<file path="src/rtl/fft_frame_writer.sv">
// fft_frame_writer
// Collects one frame of signed PCM samples from a valid/ready stream and writes
// them into the FFT frame RAM as complex words (real = sample, imag = 0). The
// write address is optionally bit-reversed so the FFT can read in natural order.
// The frame is held in RAM until the downstream FFT acknowledges it.

module fft_frame_writer #(
  parameter int ADDR_WIDTH   = 10,
  parameter int SAMPLE_WIDTH = 16,
  parameter int DATA_WIDTH   = 64,
  parameter int BIT_REVERSE  = 1
) (
  input  logic                    wr_clk,
  input  logic                    tb_wr_rst,
  input  logic                    start,
  input  logic                    abort,
  input  logic                    cont,
  input  logic                    s_valid,
  input  logic [SAMPLE_WIDTH-1:0] s_data,
  output logic                    s_ready,
  output logic                    wr_en,
  output logic [ADDR_WIDTH-1:0]   wr_addr,
  output logic [DATA_WIDTH-1:0]   wr_data,
  output logic                    frame_done,
  input  logic                    frame_ack,
  output logic [ADDR_WIDTH:0]     sample_cnt
);

  localparam int HALF = DATA_WIDTH / 2;
  localparam logic [ADDR_WIDTH:0] LAST_IDX = {1'b0, {ADDR_WIDTH{1'b1}}};
  localparam logic [ADDR_WIDTH:0] CNT_ONE  = {{ADDR_WIDTH{1'b0}}, 1'b1};

  typedef enum logic [1:0] {
    IDLE,
    FILL,
    HOLD
  } state_t;

  state_t                  state_q;
  logic [ADDR_WIDTH:0]     sampleCnt_q;
  logic                    frameDone_q;
  logic                    wrEn_q;
  logic [ADDR_WIDTH-1:0]   wrAddr_q;
  logic [DATA_WIDTH-1:0]   wrData_q;

  logic                    accept;
  logic [ADDR_WIDTH-1:0]   natAddr;
  logic [ADDR_WIDTH-1:0]   revAddr;
  logic [ADDR_WIDTH-1:0]   wrAddr_d;
  logic [HALF-1:0]         realPart;
  logic [DATA_WIDTH-1:0]   wrData_d;

  // Ready only while filling; abort drops ready in the same cycle so nothing is taken
  always_comb begin
    s_ready = (state_q == FILL) && !abort;
    accept  = s_ready && s_valid;
  end

  // Address and data of the write that an accepted sample will produce
  always_comb begin
    natAddr = sampleCnt_q[ADDR_WIDTH-1:0];
    revAddr = '0;
    for (int i = 0; i < ADDR_WIDTH; i++) begin
      revAddr[i] = natAddr[ADDR_WIDTH-1-i];
    end
    wrAddr_d = (BIT_REVERSE != 0) ? revAddr : natAddr;
    realPart = HALF'($signed(s_data));
    wrData_d = {realPart, {HALF{1'b0}}};
  end

  // Frame state machine with registered RAM port, frame_done and sample counter
  always_ff @(posedge wr_clk or posedge tb_wr_rst) begin
    if (tb_wr_rst) begin
      state_q     <= IDLE;
      sampleCnt_q <= '0;
      frameDone_q <= 1'b0;
      wrEn_q      <= 1'b0;
      wrAddr_q    <= '0;
      wrData_q    <= '0;
    end else begin
      wrEn_q <= accept;
      if (accept) begin
        wrAddr_q <= wrAddr_d;
        wrData_q <= wrData_d;
      end
      case (state_q)
        IDLE: begin
          if (start) begin
            state_q     <= FILL;
            sampleCnt_q <= '0;
          end
        end
        FILL: begin
          if (abort) begin
            state_q     <= IDLE;
            sampleCnt_q <= '0;
          end else if (s_valid) begin
            sampleCnt_q <= sampleCnt_q + CNT_ONE;
            if (sampleCnt_q == LAST_IDX) begin
              state_q <= HOLD;
            end
          end
        end
        HOLD: begin
          if (abort) begin
            state_q     <= IDLE;
            frameDone_q <= 1'b0;
          end else if (!frameDone_q) begin
            frameDone_q <= 1'b1;
          end else if (frame_ack) begin
            frameDone_q <= 1'b0;
            sampleCnt_q <= '0;
            state_q     <= cont ? FILL : IDLE;
          end
        end
        default: begin
          state_q <= IDLE;
        end
      endcase
    end
  end

  assign wr_en      = wrEn_q;
  assign wr_addr    = wrAddr_q;
  assign wr_data    = wrData_q;
  assign frame_done = frameDone_q;
  assign sample_cnt = sampleCnt_q;

endmodule
</file>
<file path="config.mk">
export PLATFORM = sky130hd
export DESIGN_NAME = fft_frame_writer
export DESIGN_NICKNAME = d
export VERILOG_FILES = /design/src/rtl/fft_frame_writer.sv
export SDC_FILE = /design/constraint.sdc
export NUM_CORES = 1
export LEC_CHECK = 0
export CAP_MARGIN = 20
export CORE_MARGIN = 2
export CORE_UTILIZATION = 25
export DETAILED_ROUTE_END_ITERATION = 12
export GPL_TIMING_DRIVEN = 0
export HOLD_SLACK_MARGIN = 0.06
export PLACE_DENSITY_LB_ADDON = 0.05
export SLEW_MARGIN = 20
export SYNTH_ARGS = -nofsm -noshare
export SYNTH_HDL_FRONTEND = slang
export SYNTH_SLANG_ARGS = --single-unit
</file>
<file path="constraint.sdc">
create_clock -name wr_clk -period 2.5 [get_ports wr_clk]
set_input_delay 0.625 -clock wr_clk [delete_from_list [all_inputs] [get_ports wr_clk]]
set_output_delay 0.625 -clock wr_clk [all_outputs]
set_load 0.01 [all_outputs]
</file>
==> impl_metrics.toml, run 1 <==
[status]
outcome = "finished clean"

[place]
io_buffers = 78
dp_worst_setup_slack_ps = -319
place.gp.congestion = 0.777
placed_area_um2 = 3190
post-dp-hpwl_um = 3930

[final_layout]
final_cell_area_um2 = 3310
syn_to_final_growth_pct = 54.9
nNetsFinal = 385
layout_commonest_cell = "nand2_1"
final_util_pct = 40.1
n_antenna_cell = 0
mostFrequentLayoutCells = "89 x nand2_1, 76 x clkdlybuf4s50_1, 49 x buf_4"
drive_above_1_share_pct = 19.6

[critical_path]
crit_family = "buffers and inverters"
crit_arrival_ps = 1700
cp-start-kind = "input pin"
timing.rr.start = "sample_cnt[0]"
max_stage_delay_ps = 430
critical_path_class = "input pin to primary output"
crit_slowest_cell = "or3b_4"
worstPathBufferInverterCount = 3
cp_common_cell = "dlygate4sd2_1"
cp_max_fo = 5
crit_start = "abort"
path_cells = "dlygate4sd2_1 -> or3b_4 -> clkinv_2 -> dlygate4sd2_1"
cp-end-kind = "primary output"
worstPathRequired_ps = 1880

[yosys]
ys_async_sr_fraction_pct = 100
syn_avg_cell_area_um2 = 8.76
ys_ff_latch = 41
synth_warnings = 0
synth_top_cell_area_share_pct = 48.0
syn_area_um2 = 2140
yosysSeqAreaShare_pct = 48.0
synth-edff-count = 0
ys.flop_type = "dfrtp_1"
yosysUniqueCellTypes = 37
syn_inst = 244
synth_top_area_cell = "dfrtp_1"
ys_top_cells_by_area = "dfrtp_1 48%, buf_4 17%, nand2_1 16%, a21oi_1 2.3%, o21ai_0 1.9%"

[clock_network]
cts_tree = "built"
clk_latency_ps = 300
hold_buffers = 0
root_buffer = "clkbuf_8"
numCtsBuffers = 5
htreeDepth = 2
cts.sinks = 41
clock_tree.buffer_depth = 2
clk_pin_slew_worst_paths_ps = 80

[sta]
finalWorstSetupSlack_ps = 176
maxSlewViolCount = 0
period_minus_slack_ps = 2320
skew_ps = 6.38
slew_headroom_pct = 66.0
hold_violations = 0
setup_violations = 0
finalCritPeriodShare_pct = 93.0
fmax_mhz = 430
rsz0062_at_grt = "false"
worst_slew_pin_slew_ps = 510

[hold_path]
hold_class = "register to register"
hold_path.startpoint = "wr_addr[3]"

[grt]
grt_pass1_wl_um = 8290
grt.total_usage_pct = 11.7
grt_pass1_vias = 1626
overflow = 0
antenna_found_initial = 0
grt_max_degree = 23

[pwr]
p_leak_nw = 1.65
power.share.switching_pct = 27.9
switching_power_w = 0.000580
p_comb_share_pct = 34.0
irDropWorstVdd_mv = 0.202
sequentialPowerShare_pct = 38.8
pwr_density_cell_nw_per_um2 = 628
power_frac_clock_pct = 27.2
p_int_w = 0.00150

[floorplan]
die_area_um2 = 9300
die_y_um = 96.5
die_w_um = 96.5
start_util_pct = 25.9
num_rows = 33
core-area_um2 = 8260
ios = 111

[job]
drv_cap = 0

[route]
drt-vias-per-instance = 3.87
detail_route.first_pass.iterations = 4
wire_per_inst_um = 11.3
routed-via-count = 1808
first_iter_violations = 65
routed_wl_um = 5290
ant_nets = 0
drcViolationCount = 0
[synthesized netlist by cell type, types with 2 or more instances]
cell,count
o21ai_1,2
buf_2,3
inv_1,5
nand2_1,89
or3_1,4
a21oi_1,10
nor3b_1,2
buf_4,49
nand3_1,4
dfrtp_1,41
clkbuf_1,2
o21ai_0,8
[through the flow]
stage	hold slack (ps)	power [W]	cells	setup TNS, ps
2_1_floorplan	507	0.00116	275	0
3_3_place_gp	460	0.00153	458	-5770
3_5_place_dp	461	0.00154	459	-319
4_1_cts	482	0.00211	467	0
5_1_grt	499	0.00220	467	0
6_report	477	0.00208	467	0
[sequential cells by signal, indices dropped and copies added, names as in the netlist]
signal      cells
wr_addr        10
state_q         2
wr_en           1
frame_done      1
sample_cnt     11
wr_data        16
[routing by layer]
layer / wire length, um / GRT usage (%) / vias up / share of wire [%]
li1: - / - / 939 / -
met1: 2480 / 15.5 / 797 / 47
met2: 2380 / 18.9 / 64 / 45
met3: 341 / 2.79 / 8 / 6.4
met4: 91 / 3.99 / 0 / 1.7
met5: 0 / 0 / - / 0
[path summary, 6_finish.rpt]
path,slack (ps),endpoint,depth (start not counted)
setup / recovery,180,s_ready,4
hold / removal,480,wr_addr[3],2
setup reg to reg,510,state_q[1],5
hold reg to reg,480,wr_addr[3],2
max in group asynchronous,1350,sample_cnt[0],3
min in group asynchronous,670,wr_en,2
[final cells by class]
cell class              instances  area [um2]
repair buffers                 79         806
well taps                     105         131
plain buffers                  55         402
multi-input cells             173         802
inverters                       6        23.8
fillers                       848        4950
clock buffers                   6        82.6
clock inverters                 2        37.5
flip-flops and latches         41        1030
[power by group through the flow]
stage	Clock, W	Combinational (W)	Sequential [W]
after detailed placement	0	0.000719	0.000823
after CTS	0.000587	0.000719	0.000809
final	0.000565	0.000707	0.000807
after global placement	0	0.000714	0.000819
after floorplan	0	0.000307	0.000849
after global routing	0.000604	0.000777	0.000821
[tightest hold or removal path, cell delays in order (launching register included)]
cell and delay, ps:
dfrtp_1 350, nand2_1 50, nand2_1 50
[cell families after synthesis]
family / Yosys count / share of synthesized area, %
adder cells (fa/ha/maj): 1 / 0.585
flip-flops: 41 / 48.0
other: 1 / 0.175
AO/OA/AOI/OAI: 28 / 8.08
AND/OR/NAND/NOR: 112 / 23.2
buffers and inverters: 61 / 19.9
[what timing repair did]
item	in CTS	in global routing
setup endpoints to repair	1	0
resized for setup	2	0
setup buffers	0	0
No activity file was read; power rests on OpenSTA's default activity.
==> run 2: changes to the inputs <==
Settings changed: ABC_AREA set to 0, CORE_MARGIN 2 to 1.5.
==> impl_metrics.toml, run 2 (same netlist as run 1, synthesis figures left out) <==
[status]
outcome = "finished clean"

[clock_network]
clk_pin_slew_worst_paths_ps = 80
hold_buffers = 0
clock_tree.buffer_depth = 2
cts_tree = "built"
clk_latency_ps = 290
cts.sinks = 41
htreeDepth = 2
numCtsBuffers = 5
cts_setup_buffers = 0
root_buffer = "clkbuf_8"

[pwr]
power.share.switching_pct = 27.7
p_leak_nw = 1.64
p_int_w = 0.00146
sequentialPowerShare_pct = 39.8
power_frac_clock_pct = 25.3
switching_power_w = 0.000560
power_w = 0.00202
irDropWorstVdd_mv = 0.193
pwr_density_cell_nw_per_um2 = 616
p_comb_share_pct = 34.9

[critical_path]
cp_max_fo = 5
cp-end-kind = "primary output"
crit_arrival_ps = 1690
critical_path_class = "input pin to primary output"
worstPathRequired_ps = 1880
cp-start-kind = "input pin"

[sta]
skew_ps = 9.77
maxSlewViolCount = 0
finalWorstSetupSlack_ps = 189
worst_slew_pin_slew_ps = 552
period_minus_slack_ps = 2310
rsz0062_at_grt = "false"
hold_violations = 0
slew_headroom_pct = 63.2
finalCritPeriodShare_pct = 92.4
finalSetupTns_ps = 0
setup_violations = 0
fmax_mhz = 433

[route]
drt-vias-per-instance = 3.87
drt-met1-wl_um = 2410
detail_route.first_pass.iterations = 4
ant_nets = 0
met2WireLength_um = 2440
first_iter_violations = 51
wire_per_inst_um = 11.2
routed_wl_um = 5220
drcViolationCount = 0
routed-via-count = 1805
highest_layer = "met4"
met3_length_um = 324

[place]
placed_area_um2 = 3190
dp_worst_setup_slack_ps = -307
io_buffers = 78
place.gp.congestion = 0.794
post-dp-hpwl_um = 3910

[grt]
overflow = 0
grt_pass1_wl_um = 8020
antenna_found_initial = 0
grt_pass1_vias = 1609
grt.total_usage_pct = 11.6
grt_max_degree = 30

[final_layout]
nNetsFinal = 385
n_antenna_cell = 0
drive_above_1_share_pct = 19.4
syn_to_final_growth_pct = 53.8
largest_reg_flops = 16
n_fill_cell = 857
final_util_pct = 39.8
layout_commonest_cell = "nand2_1"
mostFrequentLayoutCells = "89 x nand2_1, 76 x clkdlybuf4s50_1, 49 x buf_4"
final_cell_area_um2 = 3290

[floorplan]
die_area_um2 = 9110
ios = 111
die_w_um = 95.5
num_rows = 33
core-area_um2 = 8260
start_util_pct = 25.9
die_y_um = 95.5

[job]
drv_cap = 0

[hold_path]
hold_class = "register to register"
[run 2: cell count changes in the layout (fill, tap and decap cells not counted)]
cell,before,now
buf_16,1,0
clkinvlp_4,1,0
buf_12,0,1
clkinv_2,1,2
clkbuf_8,6,5
[run 2: final timing paths]
kind / from / end / slack (ps) / cells past startpoint
worst max-delay path: abort / s_ready / 190 / 4
worst min-delay path: wr_data[46] / wr_data[46] / 470 / 2
worst max register to register: sample_cnt[0] / state_q[0] / 490 / 5
worst min register to register: wr_data[46] / wr_data[46] / 470 / 2
max in group asynchronous: tb_wr_rst / wr_data[47] / 1430 / 3
min in group asynchronous: tb_wr_rst / wr_data[32] / 610 / 2
[run 2: what timing repair did]
item | in CTS | in global routing
resized for setup | 2 | 0
hold endpoints to repair | 0 | 0
endpoints found under the setup margin | 1 | 0
[run 2: layer usage]
metal	GRT usage [%]	vias up
li1	-	935
met1	14.7	808
met2	19.4	58
met3	2.95	4
met4	3.31	0
met5	0	-
[run 2: power by group through the flow]
| stage | Sequential (W) | Combinational [W] | Clock, W |
|---|---|---|---|
| floorplan | 0.000849 | 0.000307 | 0 |
| global placement | 0.000818 | 0.000717 | 0 |
| detailed placement | 0.000820 | 0.000720 | 0 |
| CTS | 0.000807 | 0.000720 | 0.000535 |
| global route | 0.000817 | 0.000769 | 0.000563 |
| finish | 0.000805 | 0.000707 | 0.000512 |
[run 2: layout make-up]
cell class | instances | area (um2) | share of cell area [%]
inverters | 6 | 23.8 | 0.723
clock buffers | 5 | 68.8 | 2.09
well taps | 105 | 131 | 4.00
clock inverters | 2 | 35.0 | 1.07
multi-input cells | 173 | 802 | 24.4
repair buffers | 79 | 798 | 24.3
plain buffers | 55 | 402 | 12.2
flip-flops and latches | 41 | 1030 | 31.2
[run 2: worst max-delay path, stage by stage]
cell,delay [ps]
dlygate4sd2_1,280
or3b_4,420
clkinv_2,90
dlygate4sd2_1,270
[run 2: per-stage QoR]
step	hold slack [ps]	std cells
2_1_floorplan	507	275
3_3_place_gp	458	458
3_5_place_dp	461	459
4_1_cts	482	466
5_1_grt	493	466
6_report	473	466
